## src/rtl/cpu_execute.sv

```systemverilog
// Execute stage of the moxie pipeline: ALU, address generation and the execute/writeback register.
// Optional iterative 32-step divider enabled by defining CPU_EXECUTE_DIVIDER_EN.
`ifndef PCB_WIDTH
`define PCB_WIDTH 3
`endif
`ifndef PCB_WR
`define PCB_WR 0
`endif
`ifndef PCB_RM
`define PCB_RM 1
`endif
`ifndef PCB_WM
`define PCB_WM 2
`endif

module cpu_execute (
  input  logic                  clk_i,
  input  logic                  rst_i,
  input  logic                  flush_i,
  input  logic                  valid_i,
  input  logic [`PCB_WIDTH-1:0] pipeline_control_bits_i,
  input  logic [3:0]            op_i,
  input  logic [3:0]            register_write_index_i,
  input  logic [31:0]           operand_a_i,
  input  logic [31:0]           operand_b_i,
  input  logic [31:0]           offset_i,
  output logic                  stall_o,
  output logic [`PCB_WIDTH-1:0] pipeline_control_bits_o,
  output logic [3:0]            register_write_index_o,
  output logic [31:0]           memory_address_o,
  output logic [31:0]           reg_result_o,
  output logic [31:0]           mem_result_o
);
  localparam int unsigned XLEN = 32;
  localparam int unsigned PCBW = `PCB_WIDTH;
  localparam int unsigned IDXW = 4;

  localparam logic [3:0] OP_ADD = 4'd0, OP_SUB = 4'd1, OP_AND = 4'd2, OP_OR = 4'd3,
                         OP_XOR = 4'd4, OP_LSL = 4'd5, OP_LSR = 4'd6, OP_ASR = 4'd7,
                         OP_MUL = 4'd8, OP_DIV = 4'd9, OP_UDIV = 4'd10, OP_MOD = 4'd11,
                         OP_UMOD = 4'd12, OP_MOV = 4'd13;

  logic [XLEN-1:0] alu_c;
  logic [XLEN-1:0] addr_c;
  logic            is_div_c;

  // Single-cycle ALU; divide ops yield 0 here
  always_comb begin
    alu_c = '0;
    case (op_i)
      OP_ADD: alu_c = operand_a_i + operand_b_i;
      OP_SUB: alu_c = operand_a_i - operand_b_i;
      OP_AND: alu_c = operand_a_i & operand_b_i;
      OP_OR:  alu_c = operand_a_i | operand_b_i;
      OP_XOR: alu_c = operand_a_i ^ operand_b_i;
      OP_LSL: alu_c = operand_a_i << operand_b_i[4:0];
      OP_LSR: alu_c = operand_a_i >> operand_b_i[4:0];
      OP_ASR: alu_c = XLEN'($signed(operand_a_i) >>> operand_b_i[4:0]);
      OP_MUL: alu_c = XLEN'(operand_a_i * operand_b_i);
      OP_MOV: alu_c = operand_b_i;
      default: alu_c = '0;
    endcase
  end

  assign addr_c   = operand_a_i + offset_i;
  assign is_div_c = (op_i == OP_DIV) || (op_i == OP_UDIV) || (op_i == OP_MOD) || (op_i == OP_UMOD);

  logic [PCBW-1:0] pcb_d;
  logic [IDXW-1:0] idx_d;
  logic [XLEN-1:0] addr_d, res_d, data_d;

`ifdef CPU_EXECUTE_DIVIDER_EN
  localparam int unsigned CNTW = 5;

  typedef enum logic {IDLE, DIV} state_t;
  state_t state_q, state_d;

  logic [CNTW-1:0] cnt_q, cnt_d;
  logic [XLEN-1:0] rem_q, rem_d, quo_q, quo_d, dvsr_q, dvsr_d, dvnd_q, dvnd_d;
  logic [XLEN-1:0] lat_addr_q, lat_addr_d, lat_data_q, lat_data_d;
  logic [PCBW-1:0] lat_pcb_q, lat_pcb_d;
  logic [IDXW-1:0] lat_idx_q, lat_idx_d;
  logic            neg_q_q, neg_q_d, neg_r_q, neg_r_d, sel_quo_q, sel_quo_d;

  logic            signed_c;
  logic [XLEN-1:0] a_mag_c, b_mag_c;
  logic [XLEN:0]   shifted_c, diff_c;
  logic [XLEN-1:0] rem_step_c, quo_step_c, quo_fix_c, rem_fix_c, div_res_c;

  assign signed_c = (op_i == OP_DIV) || (op_i == OP_MOD);
  assign a_mag_c  = (signed_c && operand_a_i[XLEN-1]) ? XLEN'(-operand_a_i) : operand_a_i;
  assign b_mag_c  = (signed_c && operand_b_i[XLEN-1]) ? XLEN'(-operand_b_i) : operand_b_i;

  // One restoring step: shift in the next dividend bit, subtract if it fits
  assign shifted_c  = {rem_q, quo_q[XLEN-1]};
  assign diff_c     = shifted_c - {1'b0, dvsr_q};
  assign rem_step_c = diff_c[XLEN] ? shifted_c[XLEN-1:0] : diff_c[XLEN-1:0];
  assign quo_step_c = {quo_q[XLEN-2:0], ~diff_c[XLEN]};

  // Divide by zero bypasses the sign fix-up so both signed and unsigned give all-ones / dividend
  assign quo_fix_c = (dvsr_q == '0) ? '1 : (neg_q_q ? XLEN'(-quo_step_c) : quo_step_c);
  assign rem_fix_c = (dvsr_q == '0) ? dvnd_q : (neg_r_q ? XLEN'(-rem_step_c) : rem_step_c);
  assign div_res_c = sel_quo_q ? quo_fix_c : rem_fix_c;

  always_comb begin
    state_d    = state_q;
    cnt_d      = cnt_q;
    rem_d      = rem_q;
    quo_d      = quo_q;
    dvsr_d     = dvsr_q;
    dvnd_d     = dvnd_q;
    lat_addr_d = lat_addr_q;
    lat_data_d = lat_data_q;
    lat_pcb_d  = lat_pcb_q;
    lat_idx_d  = lat_idx_q;
    neg_q_d    = neg_q_q;
    neg_r_d    = neg_r_q;
    sel_quo_d  = sel_quo_q;
    pcb_d      = '0;
    idx_d      = '0;
    addr_d     = '0;
    res_d      = '0;
    data_d     = '0;
    case (state_q)
      IDLE: begin
        if (!flush_i && valid_i) begin
          if (is_div_c) begin
            state_d    = DIV;
            cnt_d      = CNTW'(31);
            rem_d      = '0;
            quo_d      = a_mag_c;
            dvsr_d     = b_mag_c;
            dvnd_d     = operand_a_i;
            lat_addr_d = addr_c;
            lat_data_d = operand_b_i;
            lat_pcb_d  = pipeline_control_bits_i;
            lat_idx_d  = register_write_index_i;
            neg_q_d    = signed_c && (operand_a_i[XLEN-1] ^ operand_b_i[XLEN-1]);
            neg_r_d    = signed_c && operand_a_i[XLEN-1];
            sel_quo_d  = (op_i == OP_DIV) || (op_i == OP_UDIV);
          end else begin
            pcb_d  = pipeline_control_bits_i;
            idx_d  = register_write_index_i;
            addr_d = addr_c;
            res_d  = alu_c;
            data_d = operand_b_i;
          end
        end
      end
      DIV: begin
        if (flush_i) begin
          state_d = IDLE;
        end else begin
          rem_d = rem_step_c;
          quo_d = quo_step_c;
          cnt_d = cnt_q - CNTW'(1);
          if (cnt_q == '0) begin
            state_d = IDLE;
            pcb_d   = lat_pcb_q;
            idx_d   = lat_idx_q;
            addr_d  = lat_addr_q;
            res_d   = div_res_c;
            data_d  = lat_data_q;
          end
        end
      end
      default: state_d = IDLE;
    endcase
  end

  always_ff @(posedge clk_i) begin
    if (rst_i) begin
      state_q    <= IDLE;
      stall_o    <= 1'b0;
      cnt_q      <= '0;
      rem_q      <= '0;
      quo_q      <= '0;
      dvsr_q     <= '0;
      dvnd_q     <= '0;
      lat_addr_q <= '0;
      lat_data_q <= '0;
      lat_pcb_q  <= '0;
      lat_idx_q  <= '0;
      neg_q_q    <= 1'b0;
      neg_r_q    <= 1'b0;
      sel_quo_q  <= 1'b0;
    end else begin
      state_q    <= state_d;
      stall_o    <= (state_d == DIV);
      cnt_q      <= cnt_d;
      rem_q      <= rem_d;
      quo_q      <= quo_d;
      dvsr_q     <= dvsr_d;
      dvnd_q     <= dvnd_d;
      lat_addr_q <= lat_addr_d;
      lat_data_q <= lat_data_d;
      lat_pcb_q  <= lat_pcb_d;
      lat_idx_q  <= lat_idx_d;
      neg_q_q    <= neg_q_d;
      neg_r_q    <= neg_r_d;
      sel_quo_q  <= sel_quo_d;
    end
  end
`else
  assign stall_o = 1'b0;

  // Without a divider every op completes in one cycle; divide ops produce 0 from the ALU
  always_comb begin
    pcb_d  = '0;
    idx_d  = '0;
    addr_d = '0;
    res_d  = '0;
    data_d = '0;
    if (!flush_i && valid_i) begin
      pcb_d  = pipeline_control_bits_i;
      idx_d  = register_write_index_i;
      addr_d = addr_c;
      res_d  = is_div_c ? '0 : alu_c;
      data_d = operand_b_i;
    end
  end
`endif

  // Execute/writeback pipeline register
  always_ff @(posedge clk_i) begin
    if (rst_i) begin
      pipeline_control_bits_o <= '0;
      register_write_index_o  <= '0;
      memory_address_o        <= '0;
      reg_result_o            <= '0;
      mem_result_o            <= '0;
    end else begin
      pipeline_control_bits_o <= pcb_d;
      register_write_index_o  <= idx_d;
      memory_address_o        <= addr_d;
      reg_result_o            <= res_d;
      mem_result_o            <= data_d;
    end
  end
endmodule

```

## config.mk

```make
export PLATFORM = sky130hd
export DESIGN_NAME = cpu_execute
export DESIGN_NICKNAME = d
export VERILOG_FILES = /design/src/rtl/cpu_execute.sv
export SDC_FILE = /design/constraint.sdc
export NUM_CORES = 2
export LEC_CHECK = 0
export CELL_PAD_IN_SITES_DETAIL_PLACEMENT = 1
export CELL_PAD_IN_SITES_GLOBAL_PLACEMENT = 2
export CORE_MARGIN = 3
export CORE_UTILIZATION = 40
export DETAILED_ROUTE_END_ITERATION = 16
export HOLD_SLACK_MARGIN = 0.02
export PLACE_DENSITY_LB_ADDON = 0.15
export SYNTH_ARGS = -nofsm -noshare
export SYNTH_HDL_FRONTEND = slang
export SYNTH_SLANG_ARGS = --single-unit
```

## constraint.sdc

```tcl
create_clock -name clk_i -period 24.9 [get_ports clk_i]
set_input_delay 4.98 -clock clk_i [delete_from_list [all_inputs] [get_ports clk_i]]
set_output_delay 4.98 -clock clk_i [all_outputs]
set_load 0.005 [all_outputs]
```

==> key figures <==
Status
  – Outcome: complete, no violations

STA
  – Final setup viols: 0
  – Max Slew Vio Count: 0
  – Setup Total Neg Slack: 0 ps
  – Fmax: 0.0750 GHz
  – Final Hold Violating Endpoints: 0
  – Slew of the pin with the lowest slew margin: 1190 ps
  – Minimum clock period: 13330 ps
  – Max_slew headroom: 20.0%
  – RSZ-0062 raised after global routing: false
  – Period utilisation layout: 53.5%

Synth
  – Sequential-to-total area share from yosys stat: 7.93%
  – Netlist cell types: 74
  – EDFF count, synth: 0
  – Post-Syn Nets: 4030
  – Synth async-reset ratio: 0%
  – Yosys warns: 0
  – Synthesized area per cell: 7.99 µm²
  – Flop and latch count out of synthesis: 103
  – Ys flop type: dfxtp_1
  – Synth area leader: fa_1
  – Synthesized instance count: 3258
  – Synth area leaders: fa_1 (32%), ha_1 (12%), dfxtp_1 (7.9%), nor2_1 (7.4%), inv_1 (6.3%)
  – Post-Syn Area: 26000 µm²
  – Top cell type's share of synthesized area: 31.5%

Place
  – Input/output buffers: 213
  – HPWL after DPL: 94600 µm
  – RePlAce Congestion: 0.989

Floorplan
  – Initial core utilization: 40.9%
  – Die area: 68100 µm²
  – Die width: 261 µm
  – I/O Pins: 215
  – Cell Rows: 92
  – Die H: 261 µm
  – Core region area: 63700 µm²

Drt
  – WL per Instance: 29.9 µm
  – Pre-antenna DRT Iters: 5
  – Vias: 25200
  – Post-Route WL: 126000 µm
  – Drt initial violations: 2097
  – Antenna-violating nets left: 0
  – Vias per Instance: 5.99
  – DRC violations left: 0

Clocking
  – Clk sink count: 103
  – Max Root-Sink Buffers: 2
  – Hold_buf cts: 0
  – Clock transition at path regs: 90 ps
  – Post CTS Setup Buffer Count: 0
  – Resized cells post-CTS: 0
  – Clk root buf: clkbuf_16
  – H-tree Lvls: 3
  – CTS Buf Count: 9
  – CTS tree: built

Setup path
  – Worst path most repeated cell: fa_1
  – Endpoint class of the critical path: flop
  – Critical Path Max Stage Delay: 840 ps
  – Critical path class: in -> reg
  – Worst endpoint required time: 25140 ps
  – Worst Path Arrival: 13570 ps
  – Crit start category: input port
  – Critical Path Fanout Max: 16
  – Crit path max-delay cell type: o41ai_1

Cells and area
  – Share of cells above drive strength 1: 3.84%
  – Fill cells: 7677
  – Area growth syn-to-layout: 12.6%
  – Total Nets Final: 4124

Hold path
  – Hold worst-path end: register_write_index_o[0]
  – Hold Path Stages: 2
  – Hold_sp: register_write_index_i[0]
  – Hold Path Class: in -> reg

GRT
  – Largest net degree at the start of global routing: 68
  – Vias in the first global route: 27700
  – Grt total ovfl: 0
  – Number of antenna violations at the first check in global routing: 11
  – Gr usage total: 37.3%
  – First-pass GRT wire length: 186000 µm

Run
  – Max_cap viols: 0
[routing by layer]
metal | track usage, % | vias up | routed length (µm)
met5 | 0 | - | 44
met4 | 15.0 | 6 | 5690
met3 | 7.87 | 320 | 11600
met2 | 59.1 | 1219 | 56300
met1 | 49.7 | 13000 | 51900
li1 | - | 10700 | -
[kinds of logic (layout without fill, tap and decap cells)]
| kind of cell | after synthesis | in the layout | share of synthesized area, % |
|---|---|---|---|
| compound gates | 552 | 552 | 13.6 |
| xor+xnor | 162 | 162 | 5.45 |
| fa+ha+maj | 661 | 661 | 43.6 |
| buf+inv | 663 | 762 | 9.58 |
| flops | 103 | 103 | 7.93 |
| mux | 82 | 82 | 3.54 |
| other cells | 1 | 3 | 0.0144 |
| simple gates | 1034 | 1034 | 16.2 |
[synth_stat cells, drive strengths merged (4+ instances only)]
library cell	instances
clkbuf	157
a41oi	4
dfxtp	103
nor2	513
a21boi	9
o21bai	7
a222oi	4
o32ai	4
nor4	7
mux4	8
a22oi	14
o2111ai	20
a211o	4
mux2i	74
nand3b	7
nand2	371
nand2b	18
nand3	18
o41ai	6
a31oi	25
nand4	12
a221o	4
xnor2	122
a21o	28
o211ai	24
fa	410
a21oi	129
a221oi	30
inv	451
a2111oi	4
o22ai	7
nor2b	12
and2	15
clkinv	14
buf	41
o21ai	167
ha	251
xor2	40
nor3	29
a211oi	16
and3	4
o31ai	13
or3	17
o21a	13
[worst max path at each step]
stage                        start                to  slack (ps)  cells after the start
detailed placement  operand_b_i[6]  reg_result_o[30]       11320                     25
global route        operand_b_i[6]  reg_result_o[31]       11200                     28
global placement    operand_b_i[6]  reg_result_o[31]       11520                     28
finish              operand_a_i[7]  reg_result_o[23]       11570                     27
floorplan           operand_b_i[2]  reg_result_o[30]       11790                     32
CTS                 operand_b_i[6]  reg_result_o[30]       11730                     25
[cell usage in the layout, fill, tap and decap left out, types with 28 or more instances in the layout]
cell	instances
xor2_1	40
mux2i_1	74
ha_1	251
fa_1	410
o21ai_1	52
inv_1	437
nor2_1	511
a221oi_1	30
nand2_1	370
xnor2_1	122
clkdlybuf4s50_1	208
a21o_1	28
dfxtp_1	103
o21ai_0	114
a21oi_1	128
buf_4	69
[registers in the layout, indices dropped and copies added, names as in the netlist]
name                     count
memory_address_o            32
pipeline_control_bits_o      3
mem_result_o                32
reg_result_o                32
register_write_index_o       4
[cell type report]
class | count | area, µm² | share of cell area (%)
antenna | 2 | 5.00 | 0.0171
clock buffer | 9 | 225 | 0.769
clock inverter | 7 | 100 | 0.342
inverter | 465 | 1750 | 5.96
multi-input combinational | 2492 | 21500 | 73.3
sequential | 103 | 2060 | 7.04
tap | 846 | 1060 | 3.61
timing repair buffer | 281 | 2620 | 8.94
[metrics by stage]
stage	area, µm²	utilization [%]	hold WS (ps)	worst slack (ps)	std cells
after detailed placement	29000	45.5	5560	11320	4187
after global placement	29000	45.5	5550	11520	4187
after global routing	29300	46.0	5130	11200	4203
final	29300	46.0	5120	11570	4205
after floorplan	26000	-	5100	11790	3258
after CTS	29300	46.0	5110	11730	4203
[critical path, delay by kind of cell]
family / cells / cell delay [ps]
adders and majority gates: 9 / 3800
AOI/OAI and AO/OA: 7 / 2010
buffers and inverters: 7 / 1710
and+or+nand+nor: 4 / 1010
Power is left out: the tool's default activity adds up to more than one toggle a clock period on the data nets, which glitch-free logic cannot reach.
